**src/rtl/serial_operand_feeder_pkg.sv**
```systemverilog
// Shared types and defaults for the serial operand feeder and its neighbours.
package serial_operand_feeder_pkg;

    // Feeder sequencing: accept, serialise, wait for the adder, hold the result.
    typedef enum logic [1:0] {
        IDLE      = 2'd0,
        SHIFT     = 2'd1,
        WAIT_DONE = 2'd2,
        HOLD      = 2'd3
    } state_t;

    localparam int DEFAULT_WIDTH   = 8;
    localparam int DEFAULT_TIMEOUT = 32;

endpackage

```
**src/rtl/serial_operand_feeder_if.sv**
```systemverilog
// Operand and result handshakes between the feeder and its environment.
// master is the environment (producer of operands, consumer of results);
// slave is the feeder itself.
interface serial_operand_feeder_if
    import serial_operand_feeder_pkg::*;
#(
    parameter int WIDTH = DEFAULT_WIDTH
);
    logic             in_valid;
    logic             in_ready;
    logic [WIDTH-1:0] op_x;
    logic [WIDTH-1:0] op_y;
    logic             res_valid;
    logic             res_ready;
    logic [WIDTH-1:0] res_sum;
    logic             res_cout;

    modport master (
        output in_valid, op_x, op_y, res_ready,
        input  in_ready, res_valid, res_sum, res_cout
    );

    modport slave (
        input  in_valid, op_x, op_y, res_ready,
        output in_ready, res_valid, res_sum, res_cout
    );
endinterface

```
**src/rtl/serial_operand_feeder_piso_shiftreg.sv**
```systemverilog
// Parallel-in serial-out register: parallel load, shift right with zero fill,
// LSB is the serial output.
module piso_shiftreg #(
    parameter int WIDTH = 8
) (
    input  logic             clk,
    input  logic             reset,
    input  logic             load,
    input  logic             shift,
    input  logic [WIDTH-1:0] din,
    output logic             sout
);
    logic [WIDTH-1:0] data;

    // Load takes priority over shift; zero fill keeps drained bits clean.
    always_ff @(posedge clk or posedge reset) begin
        if (reset) begin
            data <= '0;
        end else if (load) begin
            data <= din;
        end else if (shift) begin
            data <= {1'b0, data[WIDTH-1:1]};
        end
    end

    assign sout = data[0];
endmodule

```
**src/rtl/serial_operand_feeder.sv**
```systemverilog
// Upstream controller for the bit-serial adder: accepts an operand pair,
// streams it LSB-first to the adder, captures the adder result and offers it
// downstream. A watchdog raises a sticky err if the adder never finishes.
module serial_operand_feeder
    import serial_operand_feeder_pkg::*;
#(
    parameter int WIDTH   = DEFAULT_WIDTH,
    parameter int TIMEOUT = DEFAULT_TIMEOUT
) (
    input  logic                    clk,
    input  logic                    reset,
    serial_operand_feeder_if.slave  bus,
    output logic                    bit_a,
    output logic                    bit_b,
    output logic                    start,
    input  logic                    adder_done,
    input  logic [WIDTH-1:0]        adder_sum,
    input  logic                    adder_cout,
    output logic                    err
);
    localparam int CNT_W = $clog2(WIDTH + 1);
    localparam int WD_W  = $clog2(TIMEOUT + 1);

    state_t           state;
    state_t           state_next;
    logic [CNT_W-1:0] bit_cnt;
    logic [WD_W-1:0]  wdog;
    logic             load;
    logic             shift;
    logic             capture;
    logic             timeout_hit;
    logic             x_bit;
    logic             y_bit;
    logic             in_ready;
    logic             res_valid;
    logic [WIDTH-1:0] sum_q;
    logic             cout_q;
    logic             err_q;

    piso_shiftreg #(.WIDTH(WIDTH)) u_xsh (
        .clk   (clk),
        .reset (reset),
        .load  (load),
        .shift (shift),
        .din   (bus.op_x),
        .sout  (x_bit)
    );

    piso_shiftreg #(.WIDTH(WIDTH)) u_ysh (
        .clk   (clk),
        .reset (reset),
        .load  (load),
        .shift (shift),
        .din   (bus.op_y),
        .sout  (y_bit)
    );

    // Next state and all handshake/adder outputs decoded from the current state.
    always_comb begin
        state_next  = state;
        load        = 1'b0;
        shift       = 1'b0;
        capture     = 1'b0;
        timeout_hit = 1'b0;
        in_ready    = 1'b0;
        res_valid   = 1'b0;
        start       = 1'b0;
        bit_a       = 1'b0;
        bit_b       = 1'b0;
        case (state)
            IDLE: begin
                in_ready = 1'b1;
                if (bus.in_valid) begin
                    load       = 1'b1;
                    state_next = SHIFT;
                end
            end
            SHIFT: begin
                start = 1'b1;
                bit_a = x_bit;
                bit_b = y_bit;
                shift = 1'b1;
                if (bit_cnt == CNT_W'(1)) begin
                    state_next = WAIT_DONE;
                end
            end
            WAIT_DONE: begin
                start = 1'b1;
                if (adder_done) begin
                    capture    = 1'b1;
                    state_next = HOLD;
                end else if (wdog == WD_W'(TIMEOUT - 1)) begin
                    timeout_hit = 1'b1;
                    state_next  = IDLE;
                end
            end
            HOLD: begin
                res_valid = 1'b1;
                if (bus.res_ready) begin
                    state_next = IDLE;
                end
            end
            default: begin
                state_next = IDLE;
            end
        endcase
    end

    // State register.
    always_ff @(posedge clk or posedge reset) begin
        if (reset) begin
            state <= IDLE;
        end else begin
            state <= state_next;
        end
    end

    // Bit counter: loaded only on accept, so it can never wrap mid-operation.
    always_ff @(posedge clk or posedge reset) begin
        if (reset) begin
            bit_cnt <= '0;
        end else if (load) begin
            bit_cnt <= CNT_W'(WIDTH);
        end else if (shift) begin
            bit_cnt <= bit_cnt - CNT_W'(1);
        end
    end

    // Watchdog counts cycles spent waiting for the adder, idle at zero otherwise.
    always_ff @(posedge clk or posedge reset) begin
        if (reset) begin
            wdog <= '0;
        end else if (state == WAIT_DONE) begin
            wdog <= wdog + WD_W'(1);
        end else begin
            wdog <= '0;
        end
    end

    // Result capture: the adder's value is taken verbatim and held through HOLD.
    always_ff @(posedge clk or posedge reset) begin
        if (reset) begin
            sum_q  <= '0;
            cout_q <= 1'b0;
        end else if (capture) begin
            sum_q  <= adder_sum;
            cout_q <= adder_cout;
        end
    end

    // Sticky timeout flag, cleared only by reset.
    always_ff @(posedge clk or posedge reset) begin
        if (reset) begin
            err_q <= 1'b0;
        end else if (timeout_hit) begin
            err_q <= 1'b1;
        end
    end

    assign bus.in_ready  = in_ready;
    assign bus.res_valid = res_valid;
    assign bus.res_sum   = sum_q;
    assign bus.res_cout  = cout_q;
    assign err           = err_q;
endmodule

```
**src/flat_wrapper.sv**
```systemverilog
// flat-port wrapper written by rule: the top's interface ports become plain ports
module serial_operand_feeder_flat import serial_operand_feeder_pkg::*;
#(
    parameter int WIDTH   = DEFAULT_WIDTH,
    parameter int TIMEOUT = DEFAULT_TIMEOUT
)
  (clk, reset, bit_a, bit_b, start, adder_done, adder_sum, adder_cout, err, bus_in_valid, bus_op_x, bus_op_y, bus_res_ready, bus_in_ready, bus_res_valid, bus_res_sum, bus_res_cout);
  serial_operand_feeder_if #(.WIDTH(WIDTH)) bus_i ();
  input  logic clk;
  input  logic reset;
  output logic bit_a;
  output logic bit_b;
  output logic start;
  input  logic adder_done;
  input  logic [WIDTH-1:0] adder_sum;
  input  logic adder_cout;
  output logic err;
  input wire logic [$bits(bus_i.in_valid)-1:0] bus_in_valid;
  input wire logic [$bits(bus_i.op_x)-1:0] bus_op_x;
  input wire logic [$bits(bus_i.op_y)-1:0] bus_op_y;
  input wire logic [$bits(bus_i.res_ready)-1:0] bus_res_ready;
  output wire logic [$bits(bus_i.in_ready)-1:0] bus_in_ready;
  output wire logic [$bits(bus_i.res_valid)-1:0] bus_res_valid;
  output wire logic [$bits(bus_i.res_sum)-1:0] bus_res_sum;
  output wire logic [$bits(bus_i.res_cout)-1:0] bus_res_cout;
  assign bus_i.in_valid = bus_in_valid;
  assign bus_i.op_x = bus_op_x;
  assign bus_i.op_y = bus_op_y;
  assign bus_i.res_ready = bus_res_ready;
  assign bus_in_ready = bus_i.in_ready;
  assign bus_res_valid = bus_i.res_valid;
  assign bus_res_sum = bus_i.res_sum;
  assign bus_res_cout = bus_i.res_cout;
  serial_operand_feeder #(.WIDTH(WIDTH), .TIMEOUT(TIMEOUT)) u_core (.clk(clk), .reset(reset), .bus(bus_i), .bit_a(bit_a), .bit_b(bit_b), .start(start), .adder_done(adder_done), .adder_sum(adder_sum), .adder_cout(adder_cout), .err(err));
endmodule
```
**config.mk**
```make
export PLATFORM = sky130hd
export DESIGN_NAME = serial_operand_feeder_flat
export DESIGN_NICKNAME = d
export VERILOG_FILES = /design/src/rtl/serial_operand_feeder_pkg.sv /design/src/rtl/serial_operand_feeder_if.sv /design/src/rtl/serial_operand_feeder_piso_shiftreg.sv /design/src/rtl/serial_operand_feeder.sv /design/src/flat_wrapper.sv
export SDC_FILE = /design/constraint.sdc
export NUM_CORES = 1
export LEC_CHECK = 0
export BUFFER_PORTS_ARGS = -buffer_cell sky130_fd_sc_hd__clkbuf_2
export CORE_ASPECT_RATIO = 0.9
export CORE_UTILIZATION = 52
export CTS_BUF_LIST = sky130_fd_sc_hd__clkbuf_16
export DETAILED_ROUTE_END_ITERATION = 10
export HOLD_SLACK_MARGIN = 0.08
export PLACE_DENSITY = 0.78
export SKIP_LAST_GASP = 1
export SLEW_MARGIN = 15
export SYNTH_ARGS = -nofsm -noshare
export SYNTH_HDL_FRONTEND = slang
export SYNTH_SLANG_ARGS = --single-unit
```
**constraint.sdc**
```tcl
create_clock -name clk -period 2.4 [get_ports clk]
set_clock_uncertainty 0.1 [all_clocks]
set_input_delay 0.36 -clock clk [delete_from_list [all_inputs] [get_ports clk]]
set_output_delay 0.36 -clock clk [all_outputs]
set_load 0.05 [all_outputs]
```
## After elaboration in Yosys (flattened, before gate mapping)

Cells that the tools add are included.

- Output and inout bits: 15
- Input bits: 30
- Register bits after elaboration: 38
- Logic and storage cells: 49

- $add $sub $neg: 2
- Mux-type cells: 26
- Equality and inequality tests: 9
- Reductions and logical operators: 4

Operator list:

| operator | count |
|---|---|
| 8-bit two-way mux | 4 |
| 1-bit two-way mux | 13 |
| 2-bit two-way mux | 5 |
| 4-bit two-way mux | 2 |
| 2-bit case mux with 4 select lines | 1 |
| 6-bit by 1-bit adder with 6-bit output, second input constant | 1 |
| 6-bit by 5-bit equality test with 1-bit output, second input constant | 1 |
| 6-bit two-way mux | 1 |
| 2-bit equality test, second input constant | 2 |
| 4-bit by 1-bit equality test with 1-bit output, second input constant | 1 |
| 2-bit inequality test, second input constant | 2 |
| 4-bit AND reduction | 1 |
| 4-bit by 1-bit subtractor with 4-bit output, second input constant | 1 |
| 3-bit by 2-bit inequality test with 1-bit output, second input constant | 1 |
| 2-bit by 1-bit equality test with 1-bit output, second input constant | 1 |
| 2-bit logical NOT | 1 |
| 2-bit by 1-bit inequality test with 1-bit output, second input constant | 1 |
| 2-bit nonzero test | 1 |
| 2-bit OR reduction | 1 |

## Logic depth before layout (Yosys ltp)

Gate-level depths: netlist of the first run.

- Depth after elaboration: 4
- Mapped depth: 7
- Depth with buffers taken out: 6

## Hierarchy

Synthesis of the first run repeated with hierarchy kept, for this count alone.

- Cell total of the unflattened synthesis: 159
- Area total of the unflattened synthesis: 1844.3 µm²

Modules (own cells, without submodules):

| module | times used | cells an instance | area an instance (µm²) | sequential area each (µm²) |
|---|---|---|---|---|
| serial_operand_feeder | 1 | 89 | 1098.6 | 550.5 |
| piso_shiftreg | 2 | 35 | 372.9 | 200.2 |

## Least setup slack after synthesis of the first run

Ideal clock, no wire load.

- Path kind: register to output
- Start point: register u_core.state[1]
- End point: output port bit_a
- Arrival: 1654 ps
- Stages on the path, launching flop included: 6
- Required time: 1940 ps
- Buffers on the path: 2
- Setup slack: 286 ps
- Cells stage by stage: dfrtp_1 > inv_1 > ha_1 > clkbuf_1 > clkbuf_1 > and2_1

- Longest elaborated chain between the ends: 2

Ends and longest elaborated chain:

| what | line | text |
|---|---|---|
| from (decl) | serial_operand_feeder.sv:24 | `state_t state;` |
| from (signal assigned) | serial_operand_feeder.sv:114 | `state <= state_next;` |
| 2-bit by 1-bit equality test with 1-bit output | serial_operand_feeder.sv:70 | `case (state)` |
| 1-bit two-way mux | serial_operand_feeder.sv:70 |  |
| to (decl) | flat_wrapper.sv:11 | `output logic bit_a;` |

Every way passes these cells.

## Worst setup path in the final report of the first run

- Start point: register u_core.state[1]
- End point: output port bit_b

- Longest elaborated chain between the ends: 2

Ends and longest elaborated chain:

| what | line | text |
|---|---|---|
| 2-bit by 1-bit equality test with 1-bit output | serial_operand_feeder.sv:70 |  |
| 1-bit two-way mux | serial_operand_feeder.sv:70 |  |
| to (decl) | flat_wrapper.sv:12 | `output logic bit_b;` |

Every way passes these cells.

==> report_table.html, run 1 <==
<table>
<tr><th>Metric</th><th>Value</th></tr>
<tr><th colspan="2">Floorplan</th></tr>
<tr><td>Area of the core region</td><td>3160 um2</td></tr>
<tr><td>Area of the die</td><td>between 3000 and 4000 um2</td></tr>
<tr><td>Number of standard-cell rows in the floorplan</td><td>19</td></tr>
<tr><td>Die width</td><td>63.7 um</td></tr>
<tr><td>Die height</td><td>57.5 um</td></tr>
<tr><td>Initial core utilization</td><td>about 56%</td></tr>
<tr><td>Total I/O pin count</td><td>45</td></tr>
<tr><th colspan="2">Setup path</th></tr>
<tr><td>Capture point of the worst reg-to-reg path</td><td>u_core.state[1]$_DFFE_PP0P_</td></tr>
<tr><td>Setup Crit Path Kind</td><td>reg -&gt; out</td></tr>
<tr><td>Data arrival time of the critical path</td><td>~1800 ps</td></tr>
<tr><td>Kind of end point of the critical path</td><td>output pin</td></tr>
<tr><td>Worst endpoint required time</td><td>1940 ps</td></tr>
<tr><td>Worst r2r path cells</td><td>5</td></tr>
<tr><td>Reg-to-reg startpoint</td><td>u_core.wdog[0]$_DFF_PP0_</td></tr>
<tr><td>Critical path launch point type</td><td>flip-flop</td></tr>
<tr><td>Maximum fanout along the worst path</td><td>10</td></tr>
<tr><td>Critical Path Start</td><td>u_core.state[1]$_DFFE_PP0P_</td></tr>
<tr><td>Setup slack of the most critical reg-to-reg path</td><td>390 ps</td></tr>
<tr><th colspan="2">GRT</th></tr>
<tr><td>Via count of the first global-routing pass</td><td>roughly 1300</td></tr>
<tr><td>Pin count of the biggest net entering global routing</td><td>39</td></tr>
<tr><td>Global-route wire length before repair</td><td>5.77 mm</td></tr>
<tr><td>Gr ovfl total</td><td>0</td></tr>
<tr><td>Global Route Usage Sum</td><td>21.0%</td></tr>
<tr><td>Initial antenna violation count</td><td>0</td></tr>
<tr><th colspan="2">STA</th></tr>
<tr><td>Headroom to the max-slew limit</td><td>between 60% and 70%</td></tr>
<tr><td>Fmax</td><td>453 MHz</td></tr>
<tr><td>Transition time at the pin with the least slew margin</td><td>about 470 ps</td></tr>
<tr><td>Period utilization</td><td>between 90% and 100%</td></tr>
<tr><td>Final-report hold violation count</td><td>0</td></tr>
<tr><td>Setup TNS</td><td>0 ps</td></tr>
<tr><td>Finish-stage setup viols</td><td>0</td></tr>
<tr><td>Setup repair after global routing missed its margin</td><td>false</td></tr>
<tr><td>Minimum clock period</td><td>2210 ps</td></tr>
<tr><td>Count of pins over their slew limit</td><td>0</td></tr>
<tr><th colspan="2">Clocking</th></tr>
<tr><td>CTS H-tree depth</td><td>2</td></tr>
<tr><td>Buffers from clock root to sink, at most</td><td>2</td></tr>
<tr><td>Post-cts repair resize count</td><td>0</td></tr>
<tr><td>Clock tree from TritonCTS</td><td>done</td></tr>
<tr><td>Number of post-CTS setup repair buffers</td><td>0</td></tr>
<tr><td>Post-CTS Hold Fix Bufs</td><td>0</td></tr>
<tr><td>Clock Root Buffer</td><td>clkbuf_16</td></tr>
<tr><td>Clock transition at the registers of the reported paths</td><td>~50 ps</td></tr>
<tr><td>Clock buffers created by TritonCTS</td><td>5</td></tr>
<tr><td>Number of sinks on the clock net</td><td>38</td></tr>
<tr><td>Clk_lat worst skew</td><td>280 ps</td></tr>
<tr><th colspan="2">Placement</th></tr>
<tr><td>GP Congestion</td><td>0.763</td></tr>
<tr><td>Instance count after placement with tap cells included</td><td>between 200 and 250</td></tr>
<tr><td>Number of buffer cells added on primary ports</td><td>44</td></tr>
<tr><td>DP HPWL</td><td>between 2 and 2.5 mm</td></tr>
<tr><th colspan="2">Min path</th></tr>
<tr><td>Worst min-delay path category</td><td>in -&gt; async</td></tr>
<tr><th colspan="2">Yosys</th></tr>
<tr><td>Nets in the synthesized netlist</td><td>197</td></tr>
<tr><td>Synthesized flop and latch total</td><td>38</td></tr>
<tr><td>Avg Cell Area, Syn</td><td>between 10 and 15 um2</td></tr>
<tr><td>Yosys cell types</td><td>26</td></tr>
<tr><td>Synthesized instance count</td><td>159</td></tr>
<tr><td>Netlist area before placement</td><td>approximately 1800 um2</td></tr>
<tr><td>Seq/Total Area, Yosys</td><td>53.4%</td></tr>
<tr><td>Synthesis warning total</td><td>0</td></tr>
<tr><th colspan="2">Detailed routing</th></tr>
<tr><td>Router iterations before antenna repair</td><td>4</td></tr>
<tr><td>Count of unresolved DRC violations after routing</td><td>0</td></tr>
<tr><td>Ratio of routed vias to standard cells</td><td>5.15</td></tr>
<tr><td>Average wire per cell in the routed design</td><td>13.2 um</td></tr>
<tr><td>Total via count in the routed design</td><td>1282</td></tr>
<tr><td>Post-route antenna net violation count</td><td>0</td></tr>
<tr><td>Aggregate routed wire length</td><td>between 3 and 4 mm</td></tr>
<tr><td>Initial DRC Count</td><td>76</td></tr>
<tr><th colspan="2">Layout</th></tr>
<tr><td>Commonest cells after routing, fill and taps aside</td><td>44 x clkbuf_2, 38 x dfrtp_1, 19 x nand2_1</td></tr>
<tr><td>Number of fillers in the final layout</td><td>around 230</td></tr>
<tr><td>Most common cell after layout, fill and taps aside</td><td>clkbuf_2</td></tr>
<tr><td>Syn-to-layout area delta</td><td>24.5%</td></tr>
<tr><td>Final standard cell count with taps included and fillers excluded</td><td>249</td></tr>
<tr><td>Layout cells sized above 1</td><td>around a third</td></tr>
<tr><td>Fin nets</td><td>244</td></tr>
<tr><td>Antenna Diode Count</td><td>0</td></tr>
<tr><th colspan="2">Power and ir drop</th></tr>
<tr><td>Total leakage power</td><td>about 1.1 nW</td></tr>
<tr><td>Maximum resistive drop on vdd</td><td>1.10 mV</td></tr>
<tr><td>Power Dens Cells</td><td>1460 nW/um2</td></tr>
<tr><th colspan="2">Run status</th></tr>
<tr><td>Status</td><td>finished, final reports clean</td></tr>
<tr><th colspan="2">Run</th></tr>
<tr><td>Max-cap violations</td><td>0</td></tr>
</table>
[cell usage after synthesis]
master	instances	share of area (%)
a211oi_1	1	0.42
a21oi_1	1	0.28
a221o_2	1	0.63
and2_1	8	2.8
and3_1	1	0.35
buf_2	1	0.28
clkbuf_1	7	1.5
dfrtp_1	38	53
ha_1	8	5.6
inv_1	7	1.5
mux2_2	9	5.7
mux2_4	1	0.84
mux2i_1	15	8.4
nand2_1	19	4.0
nand2b_1	4	1.4
nand3_1	3	0.84
nand3_2	1	0.56
nor2_1	4	0.84
nor2b_1	2	0.70
nor4b_1	1	0.49
o21ai_0	17	4.8
o21bai_1	1	0.42
o22ai_1	1	0.35
or3b_1	1	0.49
xnor2_1	5	2.5
xor2_1	2	0.98
[power by group]
part	switching, W	internal [W]	total (W)
sequential	0.000167	0.000911	0.00108
combinational	0.000908	0.000518	0.00143
clock	0.000241	0.000485	0.000727
total	0.00132	0.00191	0.00323
[routing by layer]
layer  vias up  global-route usage, %  wire length (um)
li1        621                      -                 -
met1       614                   24.8              1420
met4         0                   10.7                65
met3         7                   5.60               171
met2        40                   35.4              1630
met5         -                      0                 0
[cells by family after synthesis]
logic type | share of synthesized area [%]
buffers and inverters | 3.23
xor gates and xnor gates | 3.44
AOI/OAI and AO/OA | 6.88
DFF | 53.4
and+or+nand+nor | 12.5
muxes | 15.0
adders and majority gates | 5.62
[metrics by stage]
stage	setup WS [ps]	area [um2]	utilization, %	hold WS, ps	power, W
floorplan	286	1780	-	345	0.00220
global placement	468	2050	64.9	358	0.00244
detailed placement	397	2050	64.9	383	0.00252
CTS	158	2220	70.2	88.0	0.00327
global route	78.6	2220	70.2	129	0.00344
finish	192	2220	70.2	64.6	0.00323
[state kept, by name, indices dropped and copies added, names as in the netlist]
| register | flops |
|---|---|
| u_core.bus.res_sum | 8 |
| u_core.u_xsh.data | 8 |
| u_core.u_ysh.data | 8 |
| u_core.wdog | 6 |
| u_core.bit_cnt | 4 |
| u_core.state | 2 |
| u_core.bus.res_cout | 1 |
| u_core.err | 1 |
[final cells by class]
class,instances,area (um2),area share [%]
clock buffer,5,125,5.64
clock inverter,3,40.0,1.80
inverter,7,26.3,1.18
multi-input combinational,106,773,34.9
sequential,38,951,42.9
tap,42,52.6,2.37
timing repair buffer,48,250,11.3
[how the worst max path moves through the flow]
stage	depth (start not counted)	to
after CTS	4	bit_b
after detailed placement	5	u_core.state[1]$_DFFE_PP0P_
final	4	bit_b
after floorplan	5	bit_a
after global routing	4	bit_b
after global placement	5	u_core.state[1]$_DFFE_PP0P_
[worst max-delay path, stage by stage, from the launching register on]
cell      delay [ps]
dfrtp_1          440
inv_1            130
ha_1             420
and2_1           200
clkbuf_2         270
No activity file was read; power rests on OpenSTA's default activity.
==> inputs of run 2 (changes only) <==
--- a/config.mk
+++ b/config.mk
@@ -12,8 +12,10 @@
 export DETAILED_ROUTE_END_ITERATION = 10
 export HOLD_SLACK_MARGIN = 0.08
 export PLACE_DENSITY = 0.78
+export SETUP_SLACK_MARGIN = 0.3
 export SKIP_LAST_GASP = 1
 export SLEW_MARGIN = 15
 export SYNTH_ARGS = -nofsm -noshare
 export SYNTH_HDL_FRONTEND = slang
+export SYNTH_HIERARCHICAL = 1
 export SYNTH_SLANG_ARGS = --single-unit
==> run 2 against run 1 <==
Register-to-register slack better by 280 ps. Synthesized cell count stayed put. First-iteration DRC count rose by 3.9%. Cell area increased by 0.90%. Setup slack improved by 230 ps. Sequential power about the same. Combinational power grew 3%. Via count is 0.39% lower. Critical path type unchanged. Largest power group unchanged.
==> report_table.html, run 2 <==
<table>
<tr><th>Metric</th><th>Value</th></tr>
<tr><th colspan="2">Setup path</th></tr>
<tr><td>Setup Crit Path Kind</td><td>reg -&gt; out</td></tr>
<tr><td>Critical Path Start</td><td>u_core/state[1]$_DFFE_PP0P_</td></tr>
<tr><td>Number of buffers and inverters on the critical path</td><td>2 (unchanged)</td></tr>
<tr><td>Data arrival time of the critical path</td><td>1520 ps (-230 ps)</td></tr>
<tr><td>Maximum fanout along the worst path</td><td>7 (-3)</td></tr>
<tr><td>Critical Path End</td><td>bit_a</td></tr>
<tr><td>Critical Path, Cell by Cell</td><td>inv_1 &gt; ha_2 &gt; and2_1 &gt; clkbuf_2</td></tr>
<tr><td>Highest cell delay on the worst timing path</td><td>420 ps (-20 ps)</td></tr>
<tr><td>Depth of the critical timing path with buffers and inverters included</td><td>4 (unchanged)</td></tr>
<tr><td>Worst r2r path cells</td><td>6 (+1)</td></tr>
<tr><td>Reg-to-reg startpoint</td><td>u_core/state[0]$_DFFE_PP0P_</td></tr>
<tr><td>Setup slack of the most critical reg-to-reg path</td><td>670 ps (+280 ps)</td></tr>
<tr><td>Capture point of the worst reg-to-reg path</td><td>u_core/state[0]$_DFFE_PP0P_</td></tr>
<tr><td>Kind of end point of the critical path</td><td>output pin</td></tr>
<tr><td>Kind of cell with the highest combined delay on the critical path</td><td>flip-flops</td></tr>
<tr><td>Critical path launch point type</td><td>flip-flop</td></tr>
<tr><td>CP max-delay cell</td><td>dfrtp_1</td></tr>
<tr><td>Worst endpoint required time</td><td>1940 ps (about the same)</td></tr>
<tr><th colspan="2">Detailed routing</th></tr>
<tr><td>Count of unresolved DRC violations after routing</td><td>0 (unchanged)</td></tr>
<tr><td>Router iterations before antenna repair</td><td>2 (-2)</td></tr>
<tr><td>Aggregate routed wire length</td><td>3.28 mm (-0.21%)</td></tr>
<tr><td>Average wire per cell in the routed design</td><td>12.9 um (-2.2%)</td></tr>
<tr><td>Ratio of routed vias to standard cells</td><td>5.03 (-2.4%)</td></tr>
<tr><td>Total via count in the routed design</td><td>1277 (-0.39%)</td></tr>
<tr><td>Initial DRC Count</td><td>79 (+3.9%)</td></tr>
<tr><td>Post-route antenna net violation count</td><td>0 (unchanged)</td></tr>
<tr><th colspan="2">GRT</th></tr>
<tr><td>Gr ovfl total</td><td>0 (unchanged)</td></tr>
<tr><td>Via count of the first global-routing pass</td><td>1292 (-1.1%)</td></tr>
<tr><td>Pin count of the biggest net entering global routing</td><td>36 (-7.7%)</td></tr>
<tr><td>Global Route Usage Sum</td><td>19.9% (-1.1 points)</td></tr>
<tr><td>Global-route wire length before repair</td><td>5.55 mm (-3.7%)</td></tr>
<tr><td>Initial antenna violation count</td><td>0 (unchanged)</td></tr>
<tr><th colspan="2">Clocking</th></tr>
<tr><td>Clk_lat worst skew</td><td>270 ps (about the same)</td></tr>
<tr><td>Clock buffers created by TritonCTS</td><td>5 (unchanged)</td></tr>
<tr><td>Buffers from clock root to sink, at most</td><td>2 (unchanged)</td></tr>
<tr><td>Clock tree from TritonCTS</td><td>done</td></tr>
<tr><td>Number of post-CTS setup repair buffers</td><td>0 (unchanged)</td></tr>
<tr><td>Clock transition at the registers of the reported paths</td><td>50 ps (about the same)</td></tr>
<tr><td>Clock Root Buffer</td><td>clkbuf_16</td></tr>
<tr><td>Number of sinks on the clock net</td><td>38 (unchanged)</td></tr>
<tr><td>CTS H-tree depth</td><td>2 (unchanged)</td></tr>
<tr><th colspan="2">Layout</th></tr>
<tr><td>Util after Layout</td><td>66.3% (-3.9 points)</td></tr>
<tr><td>Syn-to-layout area delta</td><td>21.4%</td></tr>
<tr><td>Commonest cells after routing, fill and taps aside</td><td>44 x clkbuf_2, 38 x dfrtp_1, 17 x nand2_1</td></tr>
<tr><td>Antenna Diode Count</td><td>0 (unchanged)</td></tr>
<tr><td>Most common cell after layout, fill and taps aside</td><td>clkbuf_2</td></tr>
<tr><td>Fin nets</td><td>247 (+1.2%)</td></tr>
<tr><td>Layout cells sized above 1</td><td>34.3% (+1.4 points)</td></tr>
<tr><th colspan="2">Floorplan</th></tr>
<tr><td>Die height</td><td>58.5 um (+1.7%)</td></tr>
<tr><td>Total I/O pin count</td><td>45 (unchanged)</td></tr>
<tr><td>Area of the core region</td><td>3380 um2 (+6.8%)</td></tr>
<tr><td>Area of the die</td><td>3790 um2 (+3.4%)</td></tr>
<tr><td>Die width</td><td>64.8 um (+1.7%)</td></tr>
<tr><td>Initial core utilization</td><td>54.6% (-1.8 points)</td></tr>
<tr><td>Number of standard-cell rows in the floorplan</td><td>20 (+1)</td></tr>
<tr><th colspan="2">Yosys</th></tr>
<tr><td>Post-synth ARST share</td><td>100% (unchanged)</td></tr>
<tr><td>Synthesized flop and latch total</td><td>38 (unchanged)</td></tr>
<tr><td>Netlist area before placement</td><td>1840 um2 (+3.5%)</td></tr>
<tr><td>Synthesis warning total</td><td>6 (+6)</td></tr>
<tr><td>Yosys cell types</td><td>29 (+12%)</td></tr>
<tr><td>Avg Cell Area, Syn</td><td>11.6 um2 (+3.5%)</td></tr>
<tr><td>Synthesized instance count</td><td>159 (unchanged)</td></tr>
<tr><td>Cell type with the largest total area after synthesis</td><td>dfrtp_1</td></tr>
<tr><td>Area contributors post-synth</td><td>dfrtp_1 52%, mux2i_1 8.1%, mux2_2 5.5%, ha_1 5.4%, o21ai_1 3.8%</td></tr>
<tr><td>Ys flop type</td><td>dfrtp_1</td></tr>
<tr><td>Seq/Total Area, Yosys</td><td>51.6% (-1.8 points)</td></tr>
<tr><td>Area share of the largest cell type after synthesis</td><td>51.6% (-1.8 points)</td></tr>
<tr><td>Nets in the synthesized netlist</td><td>197 (unchanged)</td></tr>
<tr><td>Post-synth EDFFs</td><td>0 (unchanged)</td></tr>
<tr><td>Cell types with the highest counts after synthesis</td><td>38 x dfrtp_1, 17 x nand2_1, 15 x mux2i_1</td></tr>
<tr><td>Most frequently used cell type in the post-synthesis netlist</td><td>dfrtp_1</td></tr>
<tr><th colspan="2">Placement</th></tr>
<tr><td>Number of buffer cells added on primary ports</td><td>44 (unchanged)</td></tr>
<tr><td>Post-Place Setup Slack</td><td>638 ps (+241 ps)</td></tr>
<tr><td>GP Congestion</td><td>0.812 (+6.4%)</td></tr>
<tr><td>DP HPWL</td><td>2.47 mm (+6.9%)</td></tr>
<tr><th colspan="2">Run status</th></tr>
<tr><td>Status</td><td>finished, final reports clean</td></tr>
<tr><th colspan="2">STA</th></tr>
<tr><td>Setup TNS</td><td>0 ps (unchanged)</td></tr>
<tr><td>Finish-stage setup viols</td><td>0 (unchanged)</td></tr>
<tr><td>Worst path setup slack after routing</td><td>422 ps (+230 ps)</td></tr>
<tr><td>Transition time at the pin with the least slew margin</td><td>838 ps (+370 ps)</td></tr>
<tr><td>Final-report hold violation count</td><td>0 (unchanged)</td></tr>
<tr><td>Post-route worst hold slack</td><td>193 ps (+128 ps)</td></tr>
<tr><td>Headroom to the max-slew limit</td><td>44.1% (-25 points)</td></tr>
<tr><td>Minimum clock period</td><td>1980 ps (-230 ps)</td></tr>
<tr><td>Period utilization</td><td>82.4% (-9.6 points)</td></tr>
<tr><td>Setup repair after global routing missed its margin</td><td>false</td></tr>
<tr><td>Count of pins over their slew limit</td><td>0 (unchanged)</td></tr>
<tr><td>Fmax</td><td>506 MHz (+12%)</td></tr>
<tr><th colspan="2">Power and ir drop</th></tr>
<tr><td>Total Power</td><td>0.00314 W (-2.7%)</td></tr>
<tr><td>Maximum resistive drop on vdd</td><td>0.670 mV (-39%)</td></tr>
<tr><td>Power Dens Cells</td><td>1400 nW/um2 (-3.6%)</td></tr>
<tr><td>Total leakage power</td><td>1.12 nW (+2.6%)</td></tr>
<tr><th colspan="2">Run</th></tr>
<tr><td>Max-cap violations</td><td>0 (unchanged)</td></tr>
<tr><th colspan="2">Min path</th></tr>
<tr><td>Worst min-delay path category</td><td>in -&gt; reg</td></tr>
</table>
run 2: cell types whose count changed in the layout (fill, tap and decap cells not counted), moves of 2 or more:
cell     previous run  this run
inv_1               7        12
nand2_1            19        17
o21ai_0            17         3
o21ai_1             0        14
run 2: area by class of cell:
cell class	instances	area [um2]
clock inverter	3	12.5
sequential	38	951
fill	279	1140
tap	44	55.1
inverter	11	41.3
multi-input combinational	105	801
timing repair buffer	48	253
clock buffer	5	125
run 2: metrics by stage:
stage	area [um2]	std cells
final	2240	254
after global routing	2240	254
after CTS	2240	254
after detailed placement	2090	245
after global placement	2090	245
after floorplan	1850	159
run 2: cells by family after synthesis:
logic type               count (synthesis)  synth area share, %
adder cells (fa/ha/maj)                  8                 5.43
flip-flops                              38                 51.6
multiplexers                            24                 13.6
AO/OA/AOI/OAI                           25                 9.02
XOR/XNOR                                 7                 3.32
buffers and inverters                   16                 5.29
AND/OR/NAND/NOR                         41                 11.7
run 2: power breakdown:
part	switching (W)	internal [W]	total [W]	leakage (nW)
Combinational	0.000951	0.000522	0.00147	0.575
Sequential	0.000168	0.000906	0.00107	0.477
Clock	0.000224	0.000374	0.000598	0.0724
Total	0.00134	0.00180	0.00314	1.12
run 2: timing repair:
item / in CTS / in global routing
setup endpoints to repair: 0 / 2
resized for setup: 0 / 1
hold buffers: 1 / 0
hold endpoints to repair: 16 / 0
run 2: per-layer routing:
metal / GRT usage (%) / up-vias / share of wire, %
met1: 22.4 / 625 / 42
met4: 7.94 / 0 / 1.0
met2: 35.0 / 13 / 54
li1: - / 634 / -
met5: 0 / - / 0
met3: 6.40 / 5 / 2.8
run 2: how the worst min path moves through the flow:
stage | to | depth (start not counted) | start
floorplan | u_core/u_xsh/data[0]$_DFFE_PP0P_ | 1 | reset
finish | u_core/u_xsh/data[7]$_DFFE_PP0P_ | 3 | bus_op_x[7]
CTS | u_core/u_ysh/data[7]$_DFFE_PP0P_ | 3 | bus_op_y[7]
global route | u_core/u_ysh/data[7]$_DFFE_PP0P_ | 3 | bus_op_y[7]
detailed placement | u_core/u_ysh/data[7]$_DFFE_PP0P_ | 2 | reset
global placement | u_core/u_ysh/data[7]$_DFFE_PP0P_ | 2 | reset
run 2: tightest hold or removal path, stage by stage:
cell      delay, ps
clkbuf_2         70
nand2_1          40
o21ai_0          60
